<file path="src/rtl/fetch_stage.sv">
// fetch_stage: RV32I IF stage holding the PC and the IF/ID pipeline register
module fetch_stage #(
    parameter int              ADDR_WIDTH = 10,
    parameter int              DATA_WIDTH = 32,
    parameter logic [DATA_WIDTH-1:0] RESET_PC  = 32'h0000_0000,
    parameter logic [DATA_WIDTH-1:0] NOP_INSTR = 32'h0000_0013
) (
    input  logic                  clk_i,
    input  logic                  rst_i,
    input  logic                  stall_i,
    input  logic                  flush_i,
    input  logic                  redirect_i,
    input  logic [DATA_WIDTH-1:0] redirect_target_i,
    output logic [ADDR_WIDTH-1:0] imem_addr_o,
    input  logic [DATA_WIDTH-1:0] imem_data_i,
    output logic [DATA_WIDTH-1:0] pc_f_o,
    output logic [DATA_WIDTH-1:0] instr_d_o,
    output logic [DATA_WIDTH-1:0] pc_d_o,
    output logic [DATA_WIDTH-1:0] pc_plus4_d_o,
    output logic                  valid_d_o,
    output logic [31:0]           fetch_count_o
);
    logic [DATA_WIDTH-1:0] pc_q;
    logic [DATA_WIDTH-1:0] pc_n;
    logic [DATA_WIDTH-1:0] pc_plus4;
    logic [DATA_WIDTH-1:0] target_aligned;
    logic                  load;

    assign pc_plus4       = pc_q + DATA_WIDTH'(4);
    assign target_aligned = redirect_target_i & ~DATA_WIDTH'(3);
    assign load           = !flush_i && !stall_i;
    assign imem_addr_o    = pc_q[ADDR_WIDTH-1:0];
    assign pc_f_o         = pc_q;

    // next PC: a redirect wins over a stall so a resolved branch is never lost
    always_comb begin
        pc_n = redirect_i ? target_aligned : stall_i ? pc_q : pc_plus4;
    end

    // PC register
    always_ff @(posedge clk_i) begin
        if (rst_i) pc_q <= RESET_PC;
        else       pc_q <= pc_n;
    end

    // IF/ID register: flush inserts a bubble but keeps the PC fields, stall holds everything
    always_ff @(posedge clk_i) begin
        if (rst_i) begin
            instr_d_o    <= NOP_INSTR;
            pc_d_o       <= '0;
            pc_plus4_d_o <= '0;
            valid_d_o    <= 1'b0;
        end else if (flush_i) begin
            instr_d_o    <= NOP_INSTR;
            valid_d_o    <= 1'b0;
        end else if (!stall_i) begin
            instr_d_o    <= imem_data_i;
            pc_d_o       <= pc_q;
            pc_plus4_d_o <= pc_plus4;
            valid_d_o    <= 1'b1;
        end
    end

    // count of real instructions loaded into IF/ID
    always_ff @(posedge clk_i) begin
        if (rst_i)     fetch_count_o <= '0;
        else if (load) fetch_count_o <= fetch_count_o + 32'd1;
    end
endmodule
</file>
<file path="config.mk">
export PLATFORM = sky130hd
export DESIGN_NAME = fetch_stage
export DESIGN_NICKNAME = d
export VERILOG_FILES = /design/src/rtl/fetch_stage.sv
export SDC_FILE = /design/constraint.sdc
export NUM_CORES = 1
export LEC_CHECK = 0
export BUFFER_PORTS_ARGS = -buffer_cell sky130_fd_sc_hd__buf_2
export CORE_MARGIN = 10
export CORE_UTILIZATION = 45
export CTS_BUF_LIST = sky130_fd_sc_hd__clkbuf_16
export CTS_CLUSTER_DIAMETER = 200
export DETAILED_ROUTE_END_ITERATION = 8
export GPL_TIMING_DRIVEN = 0
export PLACE_DENSITY = 0.76
export SYNTH_ARGS = -nofsm -noshare
export SYNTH_HDL_FRONTEND = slang
export SYNTH_SLANG_ARGS = --single-unit
</file>
<file path="constraint.sdc">
create_clock -name clk_i -period 1.9 [get_ports clk_i]
set_input_delay 0.19 -clock clk_i [delete_from_list [all_inputs] [get_ports clk_i]]
set_output_delay 0.19 -clock clk_i [all_outputs]
set_load 0.02 [all_outputs]
</file>
==> flow_metrics.tcl, run 1 <==
set metrics [dict create \
    critPathLaunchType "register" \
    r2r_cells 5 \
    yosysTopAreaCellShare_pct 44.7 \
    cts_sinks 155 \
    die_h_um 144 \
    gp_congestion 0.888 \
    finClkSkew_ps 9.98 \
    finalCritPeriodShare_pct 103 \
    wl_um 23600 \
    syn_inst 819 \
    ys_warn_count 0 \
    syn_area_um2 6940 \
    criticalPathCategory "reg2reg" \
    ant_nets 0 \
    relSlewSlack_pct 49.7 \
    place_ws_ps -546 \
    avgRoutedWirePerCell_um 18.2 \
    fp-row-count 45 \
    fin_crit_ps 1960 \
    violations "negative setup slack" \
    stdcell_area_um2 9410 \
    io_buffer_count 227 \
    worstReg2RegStart "pc_f_o[8]" \
    grt_max_degree 17 \
    path_clk_slew_ps 60 \
    cp.required_ps 2240 \
    clk_latency_ps 420 \
    yosys-top-cells-area "dfxtp_1, mux2i_1, nor2_1" \
    first_pass_iters 5 \
    synth.distinct_cells 41 \
    antenna_found_initial 0 \
    rsz0062_at_grt "true" \
    reg2reg_to "pc_plus4_d_o[22]" \
    rrSetupSlack_ps -60 \
    synth-async-reset-ratio_pct 0 \
    num_vias 6923 \
    synth_area_per_cell_um2 8.47 \
    ys.flop_type "dfxtp_1" \
    die_w_um 144 \
    root_buffer "clkbuf_16" \
    vdd_ir_drop_max_uv 532 \
    p_leak_nw 4.22 \
    hold_path_class "in2reg" \
    worst_pin_slew_ps 754 \
    post-route-util_pct 62.2 \
    total_power_w 0.00734 \
    layout-drive-gt1-share_pct 32.8 \
    path_max_fanout 6 \
    max_clock_freq_ghz 0.510 \
    synthMostInstantiatedCell "dfxtp_1" \
    critPathCapture "pc_plus4_d_o[22]" \
    placed_area_um2 8460 \
    cts_buffers 17 \
    core-area_um2 15100 \
    setup_viol_count_final 2 \
    min_path_cells 3 \
    drcViolationCount 0 \
    ys_ff_latch 155 \
    status "complete, but fails checks" \
    io_pins 240 \
    clk_path_buf_depth 2 \
    arrival_ps 2290 \
    hold_viol 0 \
    grt_pass1_wl_um 35300 \
    grt_pass1_vias 6484 \
    layout_setup_ws_ps -59.8 \
    drtIter0Drc 477 \
    synth_common_cells "dfxtp_1, nor2_1, nand2_1" \
    crit_path_end_kind "register" \
    overflow 0 \
    viasPerCell 5.34 \
    syn_to_final_growth_pct 35.7 \
    cts_tree "yes" \
    slew_violations 0 \
    timing.critical_path.from "pc_f_o[8]" \
    track_usage_pct 21.8 \
    initial_core_util_pct 45.8 \
    final_nets 1167 \
    synth-edff-count 0 \
    fp.dieArea_um2 20800 \
    ys_seq_area_share_pct 44.7 \
    p_per_area_nw_per_um2 780 \
    yosysTopAreaCell "dfxtp_1" \
    drv_cap 0 \
    dp_hpwl_um 17200 \
    htree_levels 4 \
]
## cells by family (layout without fill, tap and decap cells)
kind of cell / Yosys count / in the layout / synth area share (%)
simple gates: 330 / 330 / 22.7
flops: 155 / 155 / 44.7
compound gates: 113 / 113 / 10.0
buf+inv: 100 / 381 / 6.47
xor+xnor: 76 / 76 / 9.59
mux: 42 / 42 / 6.06
fa+ha+maj: 2 / 2 / 0.361
other cells: 1 / 9 / 0.0541
## power by group
part           switching [W]  internal (W)
registers           0.000119       0.00337
clock network        0.00125       0.00160
logic               0.000617      0.000387
total                0.00199       0.00535
## sequential cells by signal (all words and copies together) (netlist names)
name and cells:
fetch_count_o 32, instr_d_o 32, pc_d_o 30, pc_f_o 30, pc_plus4_d_o 30, valid_d_o 1
## worst min-delay path by stage
stage	from	endpoint	slack (ps)
after detailed placement	imem_data_i[0]	instr_d_o[0]	410
after global routing	imem_data_i[24]	instr_d_o[24]	10
after floorplan	flush_i	instr_d_o[0]	310
final	imem_data_i[13]	instr_d_o[13]	7
after CTS	redirect_target_i[2]	pc_f_o[2]	0.3
after global placement	imem_data_i[1]	instr_d_o[1]	400
## critical path, cell delays in order (launching register included)
cell and delay, ps:
dfxtp_4 350, nand4_1 150, or4_4 640, or3_4 400
xor2_2 160, a211oi_2 170
## per-stage QoR
step,hold WS (ps),instances,TNS (ps)
after global routing,14.6,1295,-510
after detailed placement,411,1241,-30870
after floorplan,305,826,-519
after CTS,0.347,1293,-200
after global placement,403,1241,-26570
final,7.30,1296,-61.9
## what timing repair did
| item | in CTS | in global routing |
|---|---|---|
| setup buffers | 15 | 5 |
| hold endpoints to repair | 17 | 0 |
| gates resized for setup | 32 | 38 |
| pin swaps | 8 | 14 |
| endpoints found under the setup margin | 80 | 45 |
| hold buffers | 17 | 0 |
## final cells by class
type	count	area, um2
clock buffers	17	425
repair buffers	264	1460
well taps	188	235
flip-flops and latches	155	3180
clock inverters	13	53.8
multi-input cells	571	3620
fillers	1347	5730
plain buffers	68	362
diodes	1	2.50
inverters	19	71.3
## layout by cell type, fill, tap and decap left out, drive strengths merged
cell type	instances
o31ai	2
and3b	1
and3	7
nor3	16
nand4	29
dlygate4sd3	17
or4	4
or2	3
nand3	26
ha	2
or3	6
o21ba	1
nor4	17
and4	6
clkinv	5
conb	8
a311oi	3
o21ai	7
a21o	2
nand4b	2
and2	6
xor2	37
inv	27
and4b	1
buf	270
nor2	108
xnor2	39
nand2	92
a21oi	59
nor2b	5
nor4b	1
mux2i	42
o21a	14
diode	1
dfxtp	155
a211oi	25
clkbuf	62
## per-layer routing
layer,up-vias,wire length (um),global-route usage (%)
li1,3320,-,-
met1,3304,9660,26.7
met2,257,11500,35.5
met3,42,1790,6.23
met4,0,693,7.93
met5,-,0,0
No activity file was read; power rests on OpenSTA's default activity.
==> run 2: changes to the inputs <==
--- a/config.mk
+++ b/config.mk
@@ -6,13 +6,13 @@
 export NUM_CORES = 1
 export LEC_CHECK = 0
 export BUFFER_PORTS_ARGS = -buffer_cell sky130_fd_sc_hd__buf_2
+export CAP_MARGIN = 0
 export CORE_MARGIN = 10
-export CORE_UTILIZATION = 45
+export CORE_UTILIZATION = 35
 export CTS_BUF_LIST = sky130_fd_sc_hd__clkbuf_16
 export CTS_CLUSTER_DIAMETER = 200
 export DETAILED_ROUTE_END_ITERATION = 8
 export GPL_TIMING_DRIVEN = 0
-export PLACE_DENSITY = 0.76
 export SYNTH_ARGS = -nofsm -noshare
 export SYNTH_HDL_FRONTEND = slang
 export SYNTH_SLANG_ARGS = --single-unit
==> flow_metrics.tcl, run 2 (synthesis gave the netlist of run 1 again) <==
set metrics [dict create \
    total_power_w 0.00780 \
    clk_path_buf_depth 2 \
    cp.required_ps 2240 \
    min_path_cells 3 \
    violations "negative setup slack" \
    layout_commonest_cell "buf_2" \
    max_clock_freq_ghz 0.506 \
    cts_tree "yes" \
    p_int_w 0.00568 \
    slew_violations 0 \
    ant_nets 0 \
    arrival_ps 2320 \
    finClkSkew_ps 9.93 \
    cts_sinks 155 \
    dp_hpwl_um 18200 \
    avgRoutedWirePerCell_um 17.9 \
    initial_core_util_pct 35.6 \
    fin_tns_setup_ps -140 \
    place_ws_ps -521 \
    placed_area_um2 8560 \
    cts_buffers 17 \
    crit_path_end_kind "register" \
    r2r_cells 6 \
    mostFrequentLayoutCells "buf_2, dfxtp_1, nor2_1" \
    p_comb_share_pct 13.3 \
    grt_pass1_vias 6676 \
    num_vias 6840 \
    path_clk_slew_ps 60 \
    criticalPathCategory "reg2reg" \
    hp-start "imem_data_i[30]" \
    fp.dieArea_um2 25900 \
    viasPerCell 4.89 \
    antenna_found_initial 3 \
    p_per_area_nw_per_um2 792 \
    fp-row-count 51 \
    setup_viol_count_final 5 \
    layout_setup_ws_ps -75.6 \
    syn_to_final_growth_pct 41.9 \
    drtIter0Drc 429 \
    grt_pass1_wl_um 37700 \
    gp_congestion 0.852 \
    worstReg2RegStart "pc_f_o[8]" \
    finalCritPeriodShare_pct 104 \
    track_usage_pct 18.3 \
    wl_um 25000 \
    critPathLaunchType "register" \
    swShare_pct 27.1 \
    root_buffer "clkbuf_16" \
    path_max_fanout 6 \
    grt_max_degree 17 \
    stdcell_area_um2 9850 \
    p_leak_nw 4.39 \
    clkPwrFrac_pct 42.0 \
    timing.critical_path.from "pc_f_o[8]" \
    status "complete, but fails checks" \
    layout-drive-gt1-share_pct 34.7 \
    worst_pin_slew_ps 799 \
    fill_cells 1908 \
    fin_crit_ps 1980 \
    drcViolationCount 0 \
    p_seq_share_pct 44.8 \
    io_pins 240 \
    overflow 0 \
    die_h_um 161 \
    htree_levels 4 \
    switchingPower_w 0.00211 \
    largest_registers "fetch_count_o (32), instr_d_o (32)" \
    drv_cap 0 \
    io_buffer_count 227 \
    first_pass_iters 5 \
    relSlewSlack_pct 46.8 \
    final_nets 1189 \
    hold_path_class "in2reg" \
    rsz0062_at_grt "true" \
    vdd_ir_drop_max_uv 609 \
    hold_viol 0 \
    core-area_um2 19500 \
    die_w_um 161 \
    clk_latency_ps 420 \
]
## run 2: cell count changes in the layout (fill, tap and decap cells not counted), sizes merged
cell,change
bufinv,+2
inv,-6
buf,+13
dlygate4sd3,+9
clkinvlp,+1
diode,+2
clkinv,+5
## run 2: worst paths after layout
path / endpoint / slack, ps
setup / recovery: pc_plus4_d_o[22] / -80
hold / removal: instr_d_o[30] / 10
setup reg to reg: pc_plus4_d_o[22] / -80
hold reg to reg: valid_d_o / 440
## run 2: what timing repair did
item | CTS | global route
pin swaps | 7 | 13
endpoints found under the setup margin | 89 | 63
cloned | 0 | 1
gates resized for setup | 27 | 60
hold endpoints to repair | 26 | 0
buffers inserted | 19 | 14
hold buffers | 26 | 0
## run 2: power by group through the flow
| stage | sequential (W) | combinational (W) | clock [W] |
|---|---|---|---|
| 6_report | 0.00349 | 0.00103 | 0.00327 |
| 5_1_grt | 0.00351 | 0.00112 | 0.00349 |
| 4_1_cts | 0.00349 | 0.00102 | 0.00334 |
| 3_5_place_dp | 0.00356 | 0.000973 | 0 |
| 3_3_place_gp | 0.00355 | 0.000967 | 0 |
| 2_1_floorplan | 0.00369 | 0.000461 | 0 |
## run 2: worst max-delay path, stage by stage, from the launching register on
cell and delay [ps]:
dfxtp_4 340, nand4_1 100, buf_6 140, or4_4 580, or3_4 400, xor2_2 160
a211oi_2 170
## run 2: metrics by stage
stage / hold WS (ps) / cells / util [%]
2_1_floorplan: 305 / 826 / -
4_1_cts: 0.731 / 1383 / 48.9
6_report: 11.4 / 1399 / 50.6
5_1_grt: 15.8 / 1398 / 50.6
3_5_place_dp: 406 / 1318 / 44.0
3_3_place_gp: 406 / 1318 / 44.0
## run 2: routing by layer
metal | part of all wire [%] | vias to the layer above | global-route usage (%)
li1 | - | 3373 | -
met4 | 2.9 | 0 | 7.49
met3 | 6.7 | 36 | 5.39
met1 | 43 | 3220 | 22.3
met5 | 0 | - | 0
met2 | 48 | 211 | 29.6
## run 2: cell type report
cell class | instances | area (um2) | area share, %
diodes | 3 | 7.51 | 0.0762
plain buffers | 67 | 353 | 3.58
clock buffers | 17 | 425 | 4.32
clock inverters | 15 | 135 | 1.37
inverters | 19 | 71.3 | 0.724
multi-input cells | 571 | 3670 | 37.3
flip-flops and latches | 155 | 3180 | 32.3
well taps | 265 | 332 | 3.37
repair buffers | 287 | 1670 | 16.9
==> run 3: changes to the inputs <==
--- a/config.mk
+++ b/config.mk
@@ -7,12 +7,16 @@
 export LEC_CHECK = 0
 export BUFFER_PORTS_ARGS = -buffer_cell sky130_fd_sc_hd__buf_2
 export CAP_MARGIN = 0
+export CELL_PAD_IN_SITES_DETAIL_PLACEMENT = 1
+export CELL_PAD_IN_SITES_GLOBAL_PLACEMENT = 2
 export CORE_MARGIN = 10
-export CORE_UTILIZATION = 35
+export CORE_UTILIZATION = 26
 export CTS_BUF_LIST = sky130_fd_sc_hd__clkbuf_16
 export CTS_CLUSTER_DIAMETER = 200
 export DETAILED_ROUTE_END_ITERATION = 8
 export GPL_TIMING_DRIVEN = 0
+export PLACE_DENSITY_LB_ADDON = 0.1
+export RECOVER_POWER = 100
 export SYNTH_ARGS = -nofsm -noshare
 export SYNTH_HDL_FRONTEND = slang
 export SYNTH_SLANG_ARGS = --single-unit
==> flow_metrics.tcl, run 3 (synthesis gave the netlist of run 1 again) <==
set metrics [dict create \
    die_h_um 183 \
    switchingPower_w 0.00232 \
    drtIter0Drc 228 \
    crit_family "simple AND/OR/NAND/NOR gates" \
    wl_um 28600 \
    fp-row-count 59 \
    syn_to_final_growth_pct 44.6 \
    critPathSlowestCell "or4_4" \
    grt_max_degree 17 \
    critPathBufInv 0 \
    path_clk_slew_ps 70 \
    worstReg2RegStart "pc_f_o[7]" \
    whs_ps 4.96 \
    hp-start "redirect_target_i[12]" \
    swShare_pct 28.6 \
    final_nets 1210 \
    overflow 0 \
    status "complete, but fails checks" \
    layout_setup_ws_ps -91.6 \
    drcViolationCount 0 \
    fp.dieArea_um2 33600 \
    worst_pin_slew_ps 851 \
    timing.critical_path.from "pc_f_o[7]" \
    p_comb_share_pct 13.0 \
    p_int_w 0.00577 \
    dp_hpwl_um 21000 \
    criticalPathCategory "reg2reg" \
    slowest_delay_ps 620 \
    layout_commonest_cell "clkbuf_1" \
    relSlewSlack_pct 43.3 \
    drv_cap 0 \
    p_per_area_nw_per_um2 806 \
    slew_violations 0 \
    critPathLaunchType "register" \
    track_usage_pct 16.5 \
    cts_tree "yes" \
    gp_congestion 0.739 \
    clkPwrFrac_pct 43.7 \
    hold_path_class "in2reg" \
    crit_path_end_kind "register" \
    clk_latency_ps 430 \
    crit_chain "nand4_4, or4_4, or3_4, xor2_1, a211oi_2" \
    grt_pass1_vias 7243 \
    arrival_ps 2340 \
    rsz0062_at_grt "true" \
    cts_sinks 155 \
    largest_registers "fetch_count_o (32), instr_d_o (32)" \
    total_power_w 0.00808 \
    fin_crit_ps 1990 \
    core-area_um2 26100 \
    mostFrequentLayoutCells "clkbuf_1, dfxtp_1, nor2_1" \
    finClkSkew_ps 15.8 \
    initial_core_util_pct 26.5 \
    num_vias 6921 \
    viasPerCell 4.65 \
    setup_viol_count_final 2 \
    finalCritPeriodShare_pct 105 \
    vdd_ir_drop_max_uv 501 \
    avgRoutedWirePerCell_um 19.2 \
    htree_levels 4 \
    io_buffer_count 227 \
    io_pins 240 \
    first_pass_iters 4 \
    grt_pass1_wl_um 43200 \
    cp.required_ps 2250 \
    layout-drive-gt1-share_pct 24.3 \
    p_seq_share_pct 43.3 \
    max_clock_freq_ghz 0.502 \
    path_max_fanout 7 \
    root_buffer "clkbuf_16" \
    die_w_um 183 \
    hold_viol 0 \
    cts_buffers 17 \
    p_leak_nw 4.02 \
    violations "negative setup slack" \
    ant_nets 0 \
    antenna_found_initial 1 \
    clk_path_buf_depth 2 \
]
==> run 3: changes by cell type in the layout (fill, tap and decap cells not counted), sizes merged <==
cell / delta
bufinv: -1
buf: -115
clkinvlp: -1
clkinv: -6
dlygate4sd3: +11
clkbuf: +127
inv: +6
diode: -2
==> run 3: area by class of cell <==
| type | count | area, um2 |
|---|---|---|
| Tap cell | 335 | 419 |
| Inverter | 19 | 71.3 |
| Clock inverter | 13 | 126 |
| Timing Repair Buffer | 308 | 1690 |
| Buffer | 67 | 363 |
| Fill cell | 3220 | 16100 |
| Antenna cell | 1 | 2.50 |
| Multi-Input combinational cell | 571 | 3690 |
| Sequential cell | 155 | 3190 |
| Clock buffer | 19 | 475 |
==> run 3: what timing repair did <==
action                     CTS  global route
hold buffers                37             0
pin swaps                   15            10
gates resized for setup     49            40
buffers inserted            14            30
setup endpoints to repair   93            79
hold endpoints to repair    37             0
==> run 3: power by group through the flow <==
stage / Clock [W] / Combinational [W] / Sequential [W]
2_1_floorplan: 0 / 0.000461 / 0.00369
3_3_place_gp: 0 / 0.000989 / 0.00357
3_5_place_dp: 0 / 0.000997 / 0.00357
4_1_cts: 0.00364 / 0.00106 / 0.00350
5_1_grt: 0.00378 / 0.00116 / 0.00352
6_report: 0.00353 / 0.00105 / 0.00350
==> run 3: per-layer routing <==
| metal | track usage [%] | vias up | share of wire (%) |
|---|---|---|---|
| li1 | - | 3399 | - |
| met4 | 3.93 | 0 | 1.1 |
| met3 | 4.41 | 19 | 5.3 |
| met1 | 20.2 | 3365 | 45 |
| met2 | 28.2 | 138 | 48 |
| met5 | 0 | - | 0 |
==> run 3: final timing paths <==
| path | to | slack (ps) | cells after the start |
|---|---|---|---|
| max | pc_plus4_d_o[22] | -90 | 5 |
| min | pc_f_o[12] | 5 | 3 |
| max reg2reg | pc_plus4_d_o[22] | -90 | 5 |
| min reg2reg | valid_d_o | 450 | 2 |
==> run 3: worst reg2reg max path, cell delays in order (launching register included) <==
cell and delay (ps):
dfxtp_4 400, nand4_4 130, or4_4 620, or3_4 410, xor2_1 160, a211oi_2 200
==> run 3: stage by stage <==
stage          area [um2]  cells  worst slack, ps  utilization (%)  TNS (ps)
3_5_place_dp         8640   1388             -641             33.1    -47310
4_1_cts              9860   1461             -162             37.7      -415
2_1_floorplan        7090    826             -172                -      -519
5_1_grt             10000   1488             -167             38.4      -941
6_report            10000   1488            -91.6             38.4     -93.3
3_3_place_gp         8640   1388             -639             33.1    -45770
